**src/rtl/rgbw_pwm_generator.sv**
```systemverilog
// Four-channel RGBW PWM generator: one shared period counter advanced on rising
// edges of the prescaled clock, with double-buffered duty values applied at wrap.
module rgbw_pwm_generator #(
    parameter int WIDTH = 8
) (
    input  logic             clk,
    input  logic             reset,
    input  logic             clkPresc,
    input  logic             dutyWe,
    input  logic [WIDTH-1:0] dutyR,
    input  logic [WIDTH-1:0] dutyG,
    input  logic [WIDTH-1:0] dutyB,
    input  logic [WIDTH-1:0] dutyW,
    output logic             pwmR,
    output logic             pwmG,
    output logic             pwmB,
    output logic             pwmW,
    output logic             periodStart,
    output logic             updatePending
);

    localparam logic [WIDTH-1:0] MAX_CNT = {WIDTH{1'b1}};

    // Channel index order throughout: 0=R, 1=G, 2=B, 3=W.
    logic                  prev_q, prev_d;
    logic [WIDTH-1:0]      cnt_q, cnt_d;
    logic [3:0][WIDTH-1:0] stage_q, stage_d;
    logic [3:0][WIDTH-1:0] shadow_q, shadow_d;
    logic [3:0]            pwm_q, pwm_d;
    logic                  period_start_q, period_start_d;
    logic                  update_pending_q, update_pending_d;

    logic tick;
    logic wrap;

    always_comb begin
        tick           = clkPresc & ~prev_q;
        wrap           = tick & (cnt_q == MAX_CNT);
        prev_d         = clkPresc;
        cnt_d          = tick ? cnt_q + WIDTH'(1) : cnt_q;
        period_start_d = wrap;

        // NOTE: every combinational output gets a default first, so no path
        // through this block leaves a variable unassigned and infers a latch.
        stage_d          = stage_q;
        shadow_d         = shadow_q;
        update_pending_d = update_pending_q;

        // Shadow takes the pre-write staging value; a coincident write is then
        // captured into staging and keeps the update pending for the next wrap.
        if (wrap && update_pending_q) begin
            shadow_d         = stage_q;
            update_pending_d = 1'b0;
        end
        if (dutyWe) begin
            stage_d          = {dutyW, dutyB, dutyG, dutyR};
            update_pending_d = 1'b1;
        end

        for (int i = 0; i < 4; i++) begin
            pwm_d[i] = (cnt_q < shadow_q[i]);
        end
    end

    // NOTE: sequential state uses non-blocking assignments only, so every flop
    // samples the pre-edge value of the others regardless of statement order.
    always_ff @(posedge clk) begin
        if (!reset) begin
            prev_q           <= 1'b0;
            cnt_q            <= '0;
            stage_q          <= '0;
            shadow_q         <= '0;
            pwm_q            <= '0;
            period_start_q   <= 1'b0;
            update_pending_q <= 1'b0;
        end else begin
            prev_q           <= prev_d;
            cnt_q            <= cnt_d;
            stage_q          <= stage_d;
            shadow_q         <= shadow_d;
            pwm_q            <= pwm_d;
            period_start_q   <= period_start_d;
            update_pending_q <= update_pending_d;
        end
    end

    assign pwmR          = pwm_q[0];
    assign pwmG          = pwm_q[1];
    assign pwmB          = pwm_q[2];
    assign pwmW          = pwm_q[3];
    assign periodStart   = period_start_q;
    assign updatePending = update_pending_q;

endmodule

```
**config.mk**
```make
export PLATFORM = sky130hd
export DESIGN_NAME = rgbw_pwm_generator
export DESIGN_NICKNAME = d
export VERILOG_FILES = /design/src/rtl/rgbw_pwm_generator.sv
export SDC_FILE = /design/constraint.sdc
export NUM_CORES = 1
export LEC_CHECK = 0
export BUFFER_PORTS_ARGS = -buffer_cell sky130_fd_sc_hd__buf_2
export CORE_MARGIN = 2
export CORE_UTILIZATION = 52
export DETAILED_ROUTE_END_ITERATION = 8
export PLACE_DENSITY_LB_ADDON = 0.3
export SLEW_MARGIN = 15
export SYNTH_ARGS = -nofsm -noshare
export SYNTH_HDL_FRONTEND = slang
export SYNTH_SLANG_ARGS = --single-unit
```
**constraint.sdc**
```tcl
create_clock -name clk -period 2 [get_ports clk]
set_clock_uncertainty 0.2 [all_clocks]
set_input_delay 0.1 -clock clk [delete_from_list [all_inputs] [get_ports clk]]
set_output_delay 0.1 -clock clk [all_outputs]
set_load 0.01 [all_outputs]
```
==> results of run 1 <==
[report_power, final]
part / internal (W) / switching (W)
combinational: 0.000148 / 0.000128
sequential: 0.00162 / 0.0000247
clock: 0.000434 / 0.000527
[registers in the layout, summed over array words and instances, names as in the netlist]
register       count
pwm_q              4
updatePending      1
periodStart        1
shadow_q          32
cnt_q              8
prev_q             1
stage_q           32
[cells in the final DEF, fill, tap and decap left out, drive strengths merged, types with 4 or more instances in the layout]
master       synthesis  final
clkbuf              10     12
ha                  29     29
a21oi               10     10
buf                  8     51
a2111oi              4      4
mux2i               65     65
nor3b                4      4
o2111a               4      4
nor2b                5      5
dlygate4sd3          0     34
nand2               67     67
o21ai                7      7
nor2                35     35
dfxtp               79     79
a211oi               4      4
o211ai               4      4
inv                 32     32
[metrics by stage]
step	instances	hold slack [ns]	util, %	setup WS (ns)	TNS, ns
2_1_floorplan	384	0.0217	-	0.149	0
3_3_place_gp	513	0.132	58.2	-0.0231	-0.0253
3_5_place_dp	513	0.141	58.2	-0.0463	-0.0811
4_1_cts	561	0.0595	65.4	0.0693	0
5_1_grt	561	0.123	65.6	0.0257	0
6_report	561	0.0774	65.6	0.0976	0
[cell type report]
cell class | instances | area [um^2] | share of cell area [%]
Multi-Input combinational cell | 255 | 1860 | 41.6
Sequential cell | 79 | 1580 | 35.5
Timing Repair Buffer | 85 | 633 | 14.2
Clock buffer | 12 | 135 | 3.03
Inverter | 32 | 120 | 2.69
Tap cell | 96 | 120 | 2.69
Clock inverter | 2 | 10.0 | 0.224
[timing repair]
item	4_1_cts	5_1_grt
hold buffers	34	0
endpoints found under the hold margin	34	0
setup endpoints to repair	3	4
gates resized for setup	3	5
pin swaps	0	0
[worst max-delay path: stages (launching register included)]
cell     delay, ns
dfxtp_1       0.54
nand3_4       0.20
nor4_4        0.32
buf_4         0.32
mux2i_1       0.24
[metal layers]
layer | part of all wire, % | up-vias | GRT usage [%]
met5 | 0 | - | 0
met4 | 1.5 | 0 | 9.51
met3 | 3.3 | 12 | 3.49
met2 | 49 | 40 | 34.8
met1 | 46 | 1281 | 24.3
li1 | - | 1460 | -
[cell usage after synthesis, types with 4 or more instances]
cell type	number
o2111a_1	4
a2111oi_0	4
ha_1	29
mux2i_1	65
a21oi_1	10
nor3b_1	4
a211oi_1	4
o211ai_1	4
clkbuf_1	10
nor2_1	35
o21ai_1	7
dfxtp_1	79
nand2_1	67
inv_1	30
nor2b_1	5
[logic make-up after synthesis]
group,Yosys count,synth area share [%]
multiplexers,65,17.9
AND/OR/NAND/NOR,123,15.5
buffers and inverters,50,5.88
XOR/XNOR,2,0.482
flip-flops,79,43.5
adder cells (fa/ha/maj),29,9.98
AO/OA/AOI/OAI,36,6.81
[worst max path at each step]
stage,to,slack [ns],depth (start not counted)
final,shadow_q[18]$_SDFFE_PN0P_,0.1,4
after global routing,shadow_q[12]$_SDFFE_PN0P_,0.03,4
after CTS,pwm_q[1]$_SDFF_PN0_,0.07,5
after detailed placement,pwm_q[2]$_SDFF_PN0_,-0.05,4
after global placement,pwm_q[2]$_SDFF_PN0_,-0.02,4
after floorplan,shadow_q[0]$_SDFFE_PN0P_,0.15,5
==> run summary, run 1 <==
F_max - 526 MHz
Avg WL per Cell - 13.1 um
Height of the die - 87.6 um
Area post-placement - 3960 um^2
Grt ovf - 0
Synth cell types - 30
Fillers - 546
Reg2Reg Depth - 4
Root Driver - clkbuf_8
Leakage dissipation - 1.78 nW
Crit. End Element - flop
Placer Congestion - 0.815
Worst-path clk slew - 0.07 ns
Vias in the first global route - 2638
CTS tree - yes
Top cell type's share of synthesized area - 43.5%
Worst reg-to-reg setup slack - 0.1 ns
Post-synth design cell area - 3640 um^2
DRT iter0 DRCs - 83
Final Setup Violations - 0
Slew Viols, Final - 0
Synth Flop Type - dfxtp_1
Rows - 30
Latest clock arrival within the worst-skew pair - 0.35 ns
Asr flop ratio synth - 0%
Dominant cell type by area after synthesis - dfxtp_1
Antenna Nets Post-Route - 0
Starting density of the core - 53.5%
Power per cell area - 646 nW/um^2
CP Launch Type - flop
First-pass GRT wire length - 11900 um
Initial antenna violation count - 0
Final instance area - 4460 um^2
CP Launch Point - cnt_q[2]$_SDFFE_PN0P_
HP Start - reset
Syn_nets - 449
Number of maximum-capacitance violations - 0
Hold EP - stage_q[0]$_SDFFE_PN0P_
H-tree depth - 3
RSZ-0062 raised after global routing - false
Worst Hold Class - in2reg
Tightest Pin Transition - 0.643 ns
Via density - 4.98
Number of cells on the worst hold path - 3
Reg-to-reg critical path endpoint - shadow_q[18]$_SDFFE_PN0P_
Die X - 87.6 um
Tot GR Track Use - 20.1%
Layout cells sized above 1 - 15.3%
Period utilization - 95.1%
Worst path arrival time - 1.97 ns
Cells after synthesis - 384
Post CTS Setup Buffer Count - 0
Worst-path fanout max - 16
Status - completed
Tot Pwr - 0.00288 W
Largest net degree at the start of global routing - 66
Critical path data required time - 2.07 ns
Antenna diode instance count - 0
Largest cells by area after synthesis - dfxtp_1, mux2i_1, ha_1
Final #Nets - 527
Total routed wirelength - 7370 um
Sink Count - 79
Top-level I/O count - 42
# DRC - 0
Period minus WS final - 1.90 ns
Initial DRT Pass Iterations - 4
Sequential area share after synthesis - 43.5%
Total CTS buffers - 9
Worst setup path category - reg2reg
Final hold viol count - 0
FF-to-FF Start - cnt_q[2]$_SDFFE_PN0P_
Peak supply drop - 418 uV
Area delta synth->final - 22.6%
Yosys warnings - 0
Avg Cell Area, Syn - 9.47 um^2
Die area - 7680 um^2
Clock buffer depth - 2
HPWL Detailed - 4810 um
#FFs+latches synth - 79
Via Count - 2793
Relative slew slack - 57.1%
IO Port Bufs - 41
Core ar. - 6790 um^2
EDFF count, synth - 0
Power figures use the tool's default switching activity.
==> inputs of run 2 (changes only) <==
--- a/config.mk
+++ b/config.mk
@@ -9,6 +9,7 @@
 export CORE_MARGIN = 2
 export CORE_UTILIZATION = 52
 export DETAILED_ROUTE_END_ITERATION = 8
+export GPL_TIMING_DRIVEN = 0
 export PLACE_DENSITY_LB_ADDON = 0.3
 export SLEW_MARGIN = 15
 export SYNTH_ARGS = -nofsm -noshare
==> run 2 against run 1 <==
  * Critical path depth unchanged
  * Cell area up 1.9%
  * Non-clock buffer count up 12
  * Flip-flop and latch count unchanged
  * Sequential power about the same
  * Count of clock-buffer cells in the layout unchanged
  * Hold slack better by 0.11 ns
  * Core utilization up 1.2 points
  * Clock power up 21%
==> run summary, run 2 (synthesized netlist as in run 1, its figures left out) <==
Via density - 5.04
Root Driver - clkbuf_8
IO Port Bufs - 40
HP Start - dutyWe
Final instance area - 4540 um^2
Leakage dissipation - 1.81 nW
RSZ-0062 raised after global routing - false
Worst reg-to-reg setup slack - 0.11 ns
Final Setup Violations - 0
Latest clock arrival within the worst-skew pair - 0.35 ns
DRT iter0 DRCs - 162
Commonest non-fill, non-tap cells in the layout - dfxtp_1, nand2_1, mux2i_1, buf_2, dlygate4sd3_1
CP Launch Type - flop
Reg-to-reg critical path endpoint - pwm_q[3]$_SDFF_PN0_
Status - completed
Area delta synth->final - 24.9%
Placer Congestion - 0.866
Crit-path cells - ha_1, a211oi_1, o21ai_1, a2111oi_1
Initial antenna violation count - 0
Initial DRT Pass Iterations - 5
Rows - 30
Grt ovf - 0
Critical path data required time - 2.02 ns
Die X - 87.6 um
Reg2Reg Depth - 4
Core Util, Final - 66.9%
Most common cell after layout, fill and taps aside - dfxtp_1
Peak supply drop - 455 uV
Hold EP - updatePending$_SDFFE_PN0P_
F_max - 528 MHz
CP peak stage delay - 0.46 ns
FF-to-FF Start - cnt_q[3]$_SDFFE_PN0P_
Die area - 7680 um^2
Height of the die - 87.6 um
Antenna Nets Post-Route - 0
Number of cells on the worst hold path - 4
Biggest regs - shadow_q x32, stage_q x32, cnt_q x8
Area post-placement - 3960 um^2
Total CTS buffers - 9
Worst Hold Class - in2reg
Total routed wirelength - 7600 um
H-tree depth - 3
Via Count - 2898
Final hold viol count - 0
Largest net degree at the start of global routing - 13
Slew Viols, Final - 0
# DRC - 0
CP top delay family - compound AO/OA/AOI/OAI gates
Relative slew slack - 63.7%
Worst path arrival time - 1.91 ns
WP buf/inv - 0
Tot GR Track Use - 21.7%
Tot Pwr - 0.00309 W
Sink Count - 79
Core ar. - 6790 um^2
Number of maximum-capacitance violations - 0
Period utilization - 94.6%
Power per cell area - 681 nW/um^2
Clock buffer depth - 2
Antenna diode instance count - 0
CTS tree - yes
Top-level I/O count - 42
HPWL Detailed - 5170 um
Layout cells sized above 1 - 15.0%
Worst-path clk slew - 0.08 ns
First-pass GRT wire length - 12900 um
Worst-path fanout max - 8
Starting density of the core - 53.5%
Crit. End Element - flop
Vias in the first global route - 2865
Final #Nets - 539
Max stage delay cell, worst path - dfxtp_2
Period minus WS final - 1.89 ns
Worst setup path category - reg2reg
Tightest Pin Transition - 0.544 ns
Final setup TNS - 0 ns
Avg WL per Cell - 13.2 um
run 2: cell types whose count changed in the layout (fill, tap and decap cells not counted), moves of 3 or more:
cell,change
dfxtp_1,-3
buf_4,-7
buf_6,+3
clkbuf_1,+9
dfxtp_2,+3
dlygate4sd3_1,+3
run 2: area by class of cell:
cell class / count / area, um^2
clock buffer: 12 / 145
clock inverter: 4 / 45.0
fill: 542 / 2250
sequential: 79 / 1590
inverter: 32 / 120
buffer: 18 / 93.8
timing repair buffer: 79 / 586
multi-input combinational: 255 / 1840
tap: 96 / 120
run 2: where the power goes:
| group | switching [W] | internal, W | total, W |
|---|---|---|---|
| registers | 0.0000326 | 0.00162 | 0.00165 |
| clock network | 0.000559 | 0.000606 | 0.00116 |
| logic | 0.000127 | 0.000147 | 0.000274 |
| total | 0.000719 | 0.00237 | 0.00309 |
run 2: per-layer routing:
layer / GRT usage (%) / up-vias / routed length, um
met3: 5.18 / 13 / 221
li1: - / 1477 / -
met1: 26.6 / 1364 / 3590
met4: 7.55 / 0 / 124
met5: 0 / - / 0
met2: 37.3 / 44 / 3660
run 2: per-stage QoR:
stage / hold WS (ns) / std cells / worst slack (ns)
floorplan: 0.0217 / 384 / 0.149
global placement: 0.133 / 520 / -0.132
detailed placement: 0.142 / 520 / -0.197
CTS: 0.175 / 575 / 0.0155
global route: 0.228 / 575 / 0.0121
finish: 0.186 / 575 / 0.108
run 2: timing repair:
item                                   4_1_cts  5_1_grt
buffers inserted                             2        0
setup endpoints to repair                   33       18
resized for setup                            2        5
gates cloned                                 0        0
pin swaps                                    1        0
hold buffers                                37        0
endpoints found under the hold margin       38        0
run 2: worst max path at each step:
stage / start / end / slack [ns] / cells after the start
6_report: cnt_q[3]$_SDFFE_PN0P_ / pwm_q[3]$_SDFF_PN0_ / 0.11 / 4
5_1_grt: cnt_q[3]$_SDFFE_PN0P_ / pwm_q[0]$_SDFF_PN0_ / 0.01 / 4
4_1_cts: cnt_q[4]$_SDFFE_PN0P_ / pwm_q[2]$_SDFF_PN0_ / 0.02 / 3
3_5_place_dp: cnt_q[0]$_SDFFE_PN0P_ / shadow_q[23]$_SDFFE_PN0P_ / -0.20 / 5
3_3_place_gp: cnt_q[1]$_SDFFE_PN0P_ / shadow_q[27]$_SDFFE_PN0P_ / -0.13 / 5
2_1_floorplan: cnt_q[1]$_SDFFE_PN0P_ / shadow_q[0]$_SDFFE_PN0P_ / 0.15 / 5
run 2: worst min-delay path: stages:
cell      delay (ns)
clkbuf_1        0.17
buf_2           0.29
inv_2           0.07
a21oi_1         0.05
==> inputs of run 3 (changes only) <==
--- a/config.mk
+++ b/config.mk
@@ -6,6 +6,7 @@
 export NUM_CORES = 1
 export LEC_CHECK = 0
 export BUFFER_PORTS_ARGS = -buffer_cell sky130_fd_sc_hd__buf_2
+export CORE_ASPECT_RATIO = 1.4
 export CORE_MARGIN = 2
 export CORE_UTILIZATION = 52
 export DETAILED_ROUTE_END_ITERATION = 8
==> run 3 against run 2 <==
  * Wire length is 2.8% lower
  * Register-to-register slack better by 0.08 ns
  * Via count is 1.4% lower
  * Global-route usage is 0.24 points higher
  * Sequential power hardly changed
  * First-iteration DRC count is 35% lower
  * Largest cell class unchanged
  * Largest power group unchanged
  * Highest routed layer unchanged
==> run summary, run 3 (synthesized netlist as in run 1, its figures left out) <==
CP top delay family - flip-flops
Antenna diode instance count - 0
F_max - 552 MHz
Worst-path clk slew - 0.08 ns
Max stage delay cell, worst path - dfxtp_2
Crit. End Element - flop
IO Port Bufs - 40
Via density - 4.98
Power per cell area - 661 nW/um^2
Initial DRT Pass Iterations - 4
Tightest Pin Transition - 0.521 ns
Slew Viols, Final - 0
Hold EP - updatePending$_SDFFE_PN0P_
Latest clock arrival within the worst-skew pair - 0.35 ns
Antenna Nets Post-Route - 0
Starting density of the core - 52.8%
Crit-path cells - ha_1, nand3b_4, nor4_4, buf_4, buf_6, mux2i_1
Area delta synth->final - 25.0%
Placed Cells - 519
FF-to-FF Start - cnt_q[0]$_SDFFE_PN0P_
Number of cells on the worst hold path - 4
Total routed wirelength - 7390 um
Die X - 74.7 um
Grt ovf - 0
Via Count - 2858
Top-level I/O count - 42
Final Hold Slack - 0.170 ns
Biggest regs - shadow_q x32, stage_q x32, cnt_q x8
RSZ-0062 raised after global routing - false
Core Util, Final - 66.0%
Most common cell after layout, fill and taps aside - dfxtp_1
Die area - 7690 um^2
Clock buffer depth - 2
Height of the die - 103 um
Worst path arrival time - 1.89 ns
CTS tree - yes
HP Start - dutyWe
Worst setup path category - reg2reg
Critical path data required time - 2.08 ns
Period utilization - 90.6%
Worst Hold Class - in2reg
Final hold viol count - 0
Final #Nets - 539
Rows - 36
Largest net degree at the start of global routing - 14
Period minus WS final - 1.81 ns
WP buf/inv - 2
Layout Cells excl Fill - 574
Status - completed
Reg2Reg Depth - 6
Core ar. - 6890 um^2
Initial antenna violation count - 0
Peak supply drop - 450 uV
Vias in the first global route - 2805
Root Driver - clkbuf_8
Avg WL per Cell - 12.9 um
Relative slew slack - 65.3%
Tot GR Track Use - 22.0%
Final Setup Violations - 0
Sink Count - 79
DRT iter0 DRCs - 105
Worst-path fanout max - 10
H-tree depth - 3
Placer Congestion - 0.869
HPWL Detailed - 5210 um
Layout cells sized above 1 - 15.9%
First-pass GRT wire length - 12700 um
Leakage dissipation - 1.80 nW
CP peak stage delay - 0.46 ns
Number of maximum-capacitance violations - 0
# DRC - 0
Worst reg-to-reg setup slack - 0.19 ns
Reg-to-reg critical path endpoint - shadow_q[6]$_SDFFE_PN0P_
Total CTS buffers - 9
Commonest non-fill, non-tap cells in the layout - dfxtp_1, nand2_1, mux2i_1, buf_2, dlygate4sd3_1
CP Launch Type - flop
==> run 3: cell types whose count changed in the layout (fill, tap and decap cells not counted), sizes merged <==
| cell | previous run | this run |
|---|---|---|
| bufinv | 1 | 0 |
| clkinv | 3 | 2 |
| clkinvlp | 0 | 3 |
| clkbuf | 22 | 21 |
==> run 3: cell type report <==
class                           instances  area (um^2)
Multi-Input combinational cell        255         1860
Timing Repair Buffer                   79          586
Sequential cell                        79         1590
Fill cell                             557         2340
Clock buffer                           11          151
Tap cell                               95          119
Buffer                                 18         93.8
Inverter                               32          120
Clock inverter                          5         32.5
==> run 3: where the power goes <==
group,switching (W),internal (W),total [W]
Clock,0.000565,0.000513,0.00108
Combinational,0.000125,0.000148,0.000273
Sequential,0.0000351,0.00162,0.00165
Total,0.000725,0.00228,0.00301
==> run 3: metrics by stage <==
step / total power (W) / instance area [um^2] / setup TNS (ns) / setup WS, ns
final: 0.00301 / 4550 / 0 / 0.188
after global routing: 0.00316 / 4550 / 0 / 0.0150
after detailed placement: 0.00191 / 3960 / -7.23 / -0.243
after global placement: 0.00190 / 3960 / -6.88 / -0.228
after CTS: 0.00303 / 4530 / 0 / 0.0238
after floorplan: 0.00182 / 3640 / 0 / 0.149
==> run 3: how the worst max path moves through the flow <==
stage                                from                        end  slack, ns  cells after the start
global route        cnt_q[3]$_SDFFE_PN0P_        pwm_q[2]$_SDFF_PN0_       0.02                      4
global placement    cnt_q[1]$_SDFFE_PN0P_  shadow_q[24]$_SDFFE_PN0P_      -0.23                      5
floorplan           cnt_q[1]$_SDFFE_PN0P_   shadow_q[0]$_SDFFE_PN0P_       0.15                      5
finish              cnt_q[0]$_SDFFE_PN0P_   shadow_q[6]$_SDFFE_PN0P_       0.19                      6
detailed placement  cnt_q[1]$_SDFFE_PN0P_  shadow_q[18]$_SDFFE_PN0P_      -0.24                      5
CTS                 cnt_q[1]$_SDFFE_PN0P_        pwm_q[1]$_SDFF_PN0_       0.02                      4
==> run 3: tightest hold or removal path, delay by kind of cell <==
family | cells | cell delay [ns]
buf+inv | 3 | 0.52
compound gates | 1 | 0.05
==> run 3: timing repair <==
action | 4_1_cts | 5_1_grt
hold buffers | 37 | 0
pin swaps | 1 | 0
endpoints found under the hold margin | 40 | 0
buffers inserted | 2 | 0
resized for setup | 3 | 8
endpoints found under the setup margin | 35 | 28
==> run 3: layer usage <==
layer,GRT usage (%),up-vias,part of all wire (%)
met2,38.2,53,50
met5,0,-,0
li1,-,1481,-
met1,25.3,1309,45
met3,5.87,15,3.4
met4,8.65,0,2.2
